$ cat src/rtl/rgb444_pixel_capture.sv
// RGB444 camera byte-stream capture: two bytes -> one 12-bit pixel with x/y tags.
// Optional CAPTURE_FRAME_SKIP_EN captures every other frame.
module rgb444_pixel_capture #(
  parameter int H_ACTIVE = 640,
  parameter int V_ACTIVE = 480,
  parameter int X_W      = 10,
  parameter int Y_W      = 9
) (
  input  logic           clk,
  input  logic           reset_n,
  input  logic           vsync,
  input  logic           href,
  input  logic [7:0]     d,
  output logic [11:0]    pixel_data,
  output logic           pixel_valid,
  output logic [X_W-1:0] x,
  output logic [Y_W-1:0] y,
  output logic           frame_start,
  output logic           frame_done,
  output logic           line_err
);

  localparam logic [X_W-1:0] H_MAX = X_W'(H_ACTIVE);
  localparam logic [Y_W-1:0] V_MAX = Y_W'(V_ACTIVE);

  typedef enum logic {
    WAIT_SYNC = 1'b0,
    FRAME     = 1'b1
  } state_t;

  state_t state_q, state_d;

  logic           vs_q, hr_q, vs_p, hr_p;
  logic [7:0]     d_q;
  logic           phase_q;
  logic [3:0]     r_q;
  logic [X_W-1:0] xc_q;
  logic [Y_W-1:0] yc_q;

  logic vs_fall, vs_rise, hr_fall, take;
  logic start_c, end_c, line_c, byte_c;
  logic emit_c, ovf_c, err_c;

  assign vs_fall = vs_p & ~vs_q;
  assign vs_rise = ~vs_p & vs_q;
  assign hr_fall = hr_p & ~hr_q;

`ifdef CAPTURE_FRAME_SKIP_EN
  logic tog_q;

  always_ff @(posedge clk or negedge reset_n) begin
    if (!reset_n) tog_q <= 1'b0;
    else if (vs_fall) tog_q <= ~tog_q;
  end

  // Frame is taken when the flipped toggle reads 1.
  assign take = ~tog_q;
`else
  assign take = 1'b1;
`endif

  always_ff @(posedge clk or negedge reset_n) begin
    if (!reset_n) begin
      vs_q <= 1'b0;
      hr_q <= 1'b0;
      d_q  <= '0;
      vs_p <= 1'b0;
      hr_p <= 1'b0;
    end else begin
      vs_q <= vsync;
      hr_q <= href;
      d_q  <= d;
      vs_p <= vs_q;
      hr_p <= hr_q;
    end
  end

  always_ff @(posedge clk or negedge reset_n) begin
    if (!reset_n) state_q <= WAIT_SYNC;
    else state_q <= state_d;
  end

  always_comb begin
    state_d = state_q;
    case (state_q)
      WAIT_SYNC: if (vs_fall && take) state_d = FRAME;
      FRAME:     if (vs_rise) state_d = WAIT_SYNC;
      default:   state_d = WAIT_SYNC;
    endcase
  end

  always_comb begin
    start_c = 1'b0;
    end_c   = 1'b0;
    line_c  = 1'b0;
    byte_c  = 1'b0;
    case (state_q)
      WAIT_SYNC: start_c = vs_fall & take;
      FRAME: begin
        end_c  = vs_rise;
        line_c = hr_fall;
        byte_c = hr_q & ~vs_rise;
      end
      default: ;
    endcase
    emit_c = byte_c & phase_q & (xc_q < H_MAX) & (yc_q < V_MAX);
    ovf_c  = byte_c & phase_q & (xc_q >= H_MAX);
    err_c  = (line_c & phase_q) | ovf_c | (end_c & hr_q);
  end

  always_ff @(posedge clk or negedge reset_n) begin
    if (!reset_n) begin
      phase_q     <= 1'b0;
      r_q         <= '0;
      xc_q        <= '0;
      yc_q        <= '0;
      pixel_data  <= '0;
      pixel_valid <= 1'b0;
      x           <= '0;
      y           <= '0;
      frame_start <= 1'b0;
      frame_done  <= 1'b0;
      line_err    <= 1'b0;
    end else begin
      pixel_valid <= emit_c;
      frame_start <= start_c;
      frame_done  <= end_c;

      if (start_c) line_err <= 1'b0;
      else if (err_c) line_err <= 1'b1;

      if (byte_c) phase_q <= ~phase_q;
      else phase_q <= 1'b0;

      if (byte_c && !phase_q) r_q <= d_q[3:0];

      if (emit_c) begin
        pixel_data <= {r_q, d_q};
        x          <= xc_q;
        y          <= yc_q;
        xc_q       <= xc_q + 1'b1;
      end

      if (start_c) begin
        xc_q <= '0;
        yc_q <= '0;
      end else if (line_c && xc_q != '0) begin
        xc_q <= '0;
        if (yc_q != V_MAX) yc_q <= yc_q + 1'b1;
      end
    end
  end

endmodule

$ cat config.mk
export PLATFORM = sky130hd
export DESIGN_NAME = rgb444_pixel_capture
export DESIGN_NICKNAME = d
export VERILOG_FILES = /design/src/rtl/rgb444_pixel_capture.sv
export SDC_FILE = /design/constraint.sdc
export NUM_CORES = 1
export LEC_CHECK = 0
export ABC_CLOCK_PERIOD_IN_PS = 2400
export CORE_MARGIN = 1
export CORE_UTILIZATION = 53
export CTS_CLUSTER_SIZE = 25
export DETAILED_ROUTE_END_ITERATION = 6
export PLACE_DENSITY = 0.79
export SLEW_MARGIN = 20
export SYNTH_ARGS = -nofsm -noshare
export SYNTH_HDL_FRONTEND = slang
export SYNTH_SLANG_ARGS = --single-unit
$ cat constraint.sdc
create_clock -name clk -period 2.4 [get_ports clk]
set_input_delay 0.48 -clock clk [delete_from_list [all_inputs] [get_ports clk]]
set_output_delay 0.48 -clock clk [all_outputs]
set_load 0.05 [all_outputs]
==> flow_metrics.env <==
export IMPL_fin_crit_sh=0.892
export IMPL_cts_root_buf="clkbuf_8"
export IMPL_seq_power_share=0.416
export IMPL_pwr_density_cell_mw_per_mm2=912
export IMPL_cts_resized=0
export IMPL_fmaxAchievable_mhz=467
export IMPL_crit_path_top_delay_cell="o31ai_4"
export IMPL_p_sw_frac=0.289
export IMPL_path_delay_family="compound AO/OA/AOI/OAI gates"
export IMPL_clkSinkCount=72
export IMPL_hold_class="input pin to async pin"
export IMPL_grt_max_degree=52
export IMPL_cts_tree="yes"
export IMPL_synth_seq_cells=72
export IMPL_diodes=0
export IMPL_rows=26
export IMPL_grt_usage=0.212
export IMPL_area_growth_pct=27.1
export IMPL_setup_viol=0
export IMPL_rsz0062_at_grt="false"
export IMPL_synth_largest_area_cell="dfrtp_1"
export IMPL_critPathArrivalTime_ns=2.40
export IMPL_htreeDepth=3
export IMPL_dr_pass1_iters=4
export IMPL_yosys_warnings=0
export IMPL_n_fill_cell=377
export IMPL_relSlewSlack=0.656
export IMPL_finalPower_w=0.00343
export IMPL_layout_commonest_cell="dfrtp_1"
export IMPL_wire_per_inst_um=15.0
export IMPL_grt_pass1_vias=2023
export IMPL_initial_core_util=0.564
export IMPL_die_w_um=76.7
export IMPL_synth_cell_types=40
export IMPL_vias_per_cell=5.71
export IMPL_ys_flop_type="dfrtp_1"
export IMPL_required_ns=2.66
export IMPL_p_switching_w=0.000989
export IMPL_drv_cap=0
export IMPL_drc=0
export IMPL_ios=47
export IMPL_synth_edf_count=0
export IMPL_path_cells="inv_1 > ha_1 > or4b_4 > o31ai_4 > o21ai_0 > a21oi_1"
export IMPL_ir_drop_uv=619
export IMPL_path_clk_slew_ns=0.07
export IMPL_syn_avg_cell_area_um2=12.8
export IMPL_hold_viol=0
export IMPL_clkLatencyLatePin_ns=0.33
export IMPL_drv_slew=0
export IMPL_cts_setup_buffers=0
export IMPL_dieHeight_um=76.7
export IMPL_core_area_mm2=0.00524
export IMPL_nets=300
export IMPL_dp_hpwl_um=3510
export IMPL_worst_setup_path_end_kind="flip-flop"
export IMPL_leakage_nw=1.66
export IMPL_cts_inserted_buffers=9
export IMPL_die_area_mm2=0.00588
export IMPL_critPathBufInv=1
export IMPL_period_needed_ns=2.14
export IMPL_mostFrequentLayoutCells="72 x dfrtp_1, 45 x clkdlybuf4s50_1, 24 x mux2_2"
export IMPL_layout_drive_gt1_share=0.183
export IMPL_clkPwrFrac=0.366
export IMPL_port_buffers=46
export IMPL_critPathLaunchType="flip-flop"
export IMPL_postRouteAntennaNets=0
export IMPL_crit_type="flip-flop to flip-flop"
export IMPL_clock_skew_ns=0.00632
export IMPL_r2r_start="xc_q[0]$_DFFE_PN0P_"
export IMPL_hold_ws_ns=0.0980
export IMPL_synth_area_top_cells="dfrtp_1 61%, mux2_2 9.1%, a21oi_1 2.9%"
export IMPL_drt_iter0_drc=156
export IMPL_cp_slowest_stage_delay_ns=0.50
export IMPL_vias=2050
export IMPL_drt_total_wl_um=5380
export IMPL_ctsHoldBuffers=0
export IMPL_postSynthCellCount=231
export IMPL_comb_power_share=0.219
export IMPL_internal_power_w=0.00244
export IMPL_cp_startpoint="xc_q[0]$_DFFE_PN0P_"
export IMPL_place_gp_congestion=0.799
export IMPL_path_max_fanout=11
export IMPL_status="completed"
export IMPL_synth_seq_area_share=0.610
export IMPL_antenna_found_initial=0
export IMPL_worst_slew_pin_slew_ns=0.516
export IMPL_syn_num_nets=247
export IMPL_gr_total_overflow=0
export IMPL_grt_pass1_wl_um=9670
export IMPL_tns_ns=0
export IMPL_yosys_area_top_type_share=0.610
export IMPL_cts_buffer_depth=2
export IMPL_syn_cell_area_mm2=0.00295
export IMPL_async_flop_share=1.00
[kinds of logic after synthesis]
kind of cell / count (synthesis) / synth area share
buffers and inverters: 16 / 0.0254
DFF: 72 / 0.610
muxes: 33 / 0.124
adders and majority gates: 5 / 0.0203
AOI/OAI and AO/OA: 47 / 0.100
and+or+nand+nor: 58 / 0.120
[metal layers]
| metal | up-vias | track usage | part of all wire | routed length (um) |
|---|---|---|---|---|
| met5 | - | 0 | 0 | 0 |
| met3 | 12 | 0.0512 | 0.059 | 318 |
| met4 | 0 | 0.0865 | 0.020 | 106 |
| met1 | 1002 | 0.283 | 0.43 | 2340 |
| met2 | 66 | 0.336 | 0.49 | 2620 |
| li1 | 970 | - | - | - |
[worst reg2reg max path, cell delays in order (launching register included)]
cell and delay [ns]:
dfrtp_1 0.43, inv_1 0.11, ha_1 0.15, or4b_4 0.48
o31ai_4 0.50, o21ai_0 0.22, a21oi_1 0.18
[synthesized netlist by cell type, types with 2 or more instances]
library cell	n
dfrtp_1	72
mux2_2	24
a21oi_1	17
o21ai_0	13
nand3_1	10
or4_1	10
nand2_1	9
inv_1	8
nand4_1	8
o31ai_1	8
mux2_1	5
nor2_1	5
ha_1	4
mux2i_1	4
or3_1	4
buf_2	3
nand2_4	2
nand2b_1	2
o21ai_1	2
[final timing paths]
check                                            end  slack [ns]  cells past startpoint
min                        pixel_data[1]$_DFFE_PN0P_         0.1                      1
max reg2reg                      yc_q[1]$_DFFE_PN0P_        0.26                      6
min reg2reg                           vs_p$_DFF_PN0_        0.40                      0
max                              yc_q[1]$_DFFE_PN0P_        0.26                      6
max in group asynchronous             hr_p$_DFF_PN0_        1.67                      2
min in group clk                      vs_p$_DFF_PN0_        0.40                      0
[metrics by stage]
step / setup WS (ns) / cells / area, um2 / utilization
floorplan: 0.604 / 231 / 2950 / -
CTS: 0.262 / 359 / 3750 / 0.717
finish: 0.259 / 359 / 3750 / 0.717
global route: 0.156 / 359 / 3750 / 0.717
detailed placement: 0.331 / 343 / 3490 / 0.666
global placement: 0.470 / 343 / 3490 / 0.666
[state kept, by name, indices dropped and copies added, names as in the netlist]
signal	count
pixel_data	12
x	10
xc_q	10
y	9
yc_q	9
d_q	8
r_q	4
frame_done	1
frame_start	1
hr_p	1
hr_q	1
line_err	1
phase_q	1
pixel_valid	1
state_q	1
vs_p	1
vs_q	1
[power groups by stage]
stage | registers [W] | logic [W] | clock network, W
3_3_place_gp | 0.00144 | 0.000744 | 0
5_1_grt | 0.00144 | 0.000793 | 0.00133
4_1_cts | 0.00143 | 0.000757 | 0.00128
3_5_place_dp | 0.00144 | 0.000753 | 0
6_report | 0.00142 | 0.000749 | 0.00125
2_1_floorplan | 0.00177 | 0.000147 | 0
[layout make-up]
| cell class | instances | area [um2] | share of cell area |
|---|---|---|---|
| Sequential cell | 72 | 1800 | 0.480 |
| Clock buffer | 10 | 138 | 0.0367 |
| Timing Repair Buffer | 48 | 483 | 0.129 |
| Tap cell | 70 | 87.6 | 0.0233 |
| Multi-Input combinational cell | 143 | 1080 | 0.287 |
| Clock inverter | 6 | 130 | 0.0347 |
| Inverter | 10 | 37.5 | 0.0100 |
(Power assumes the default switching activity.)
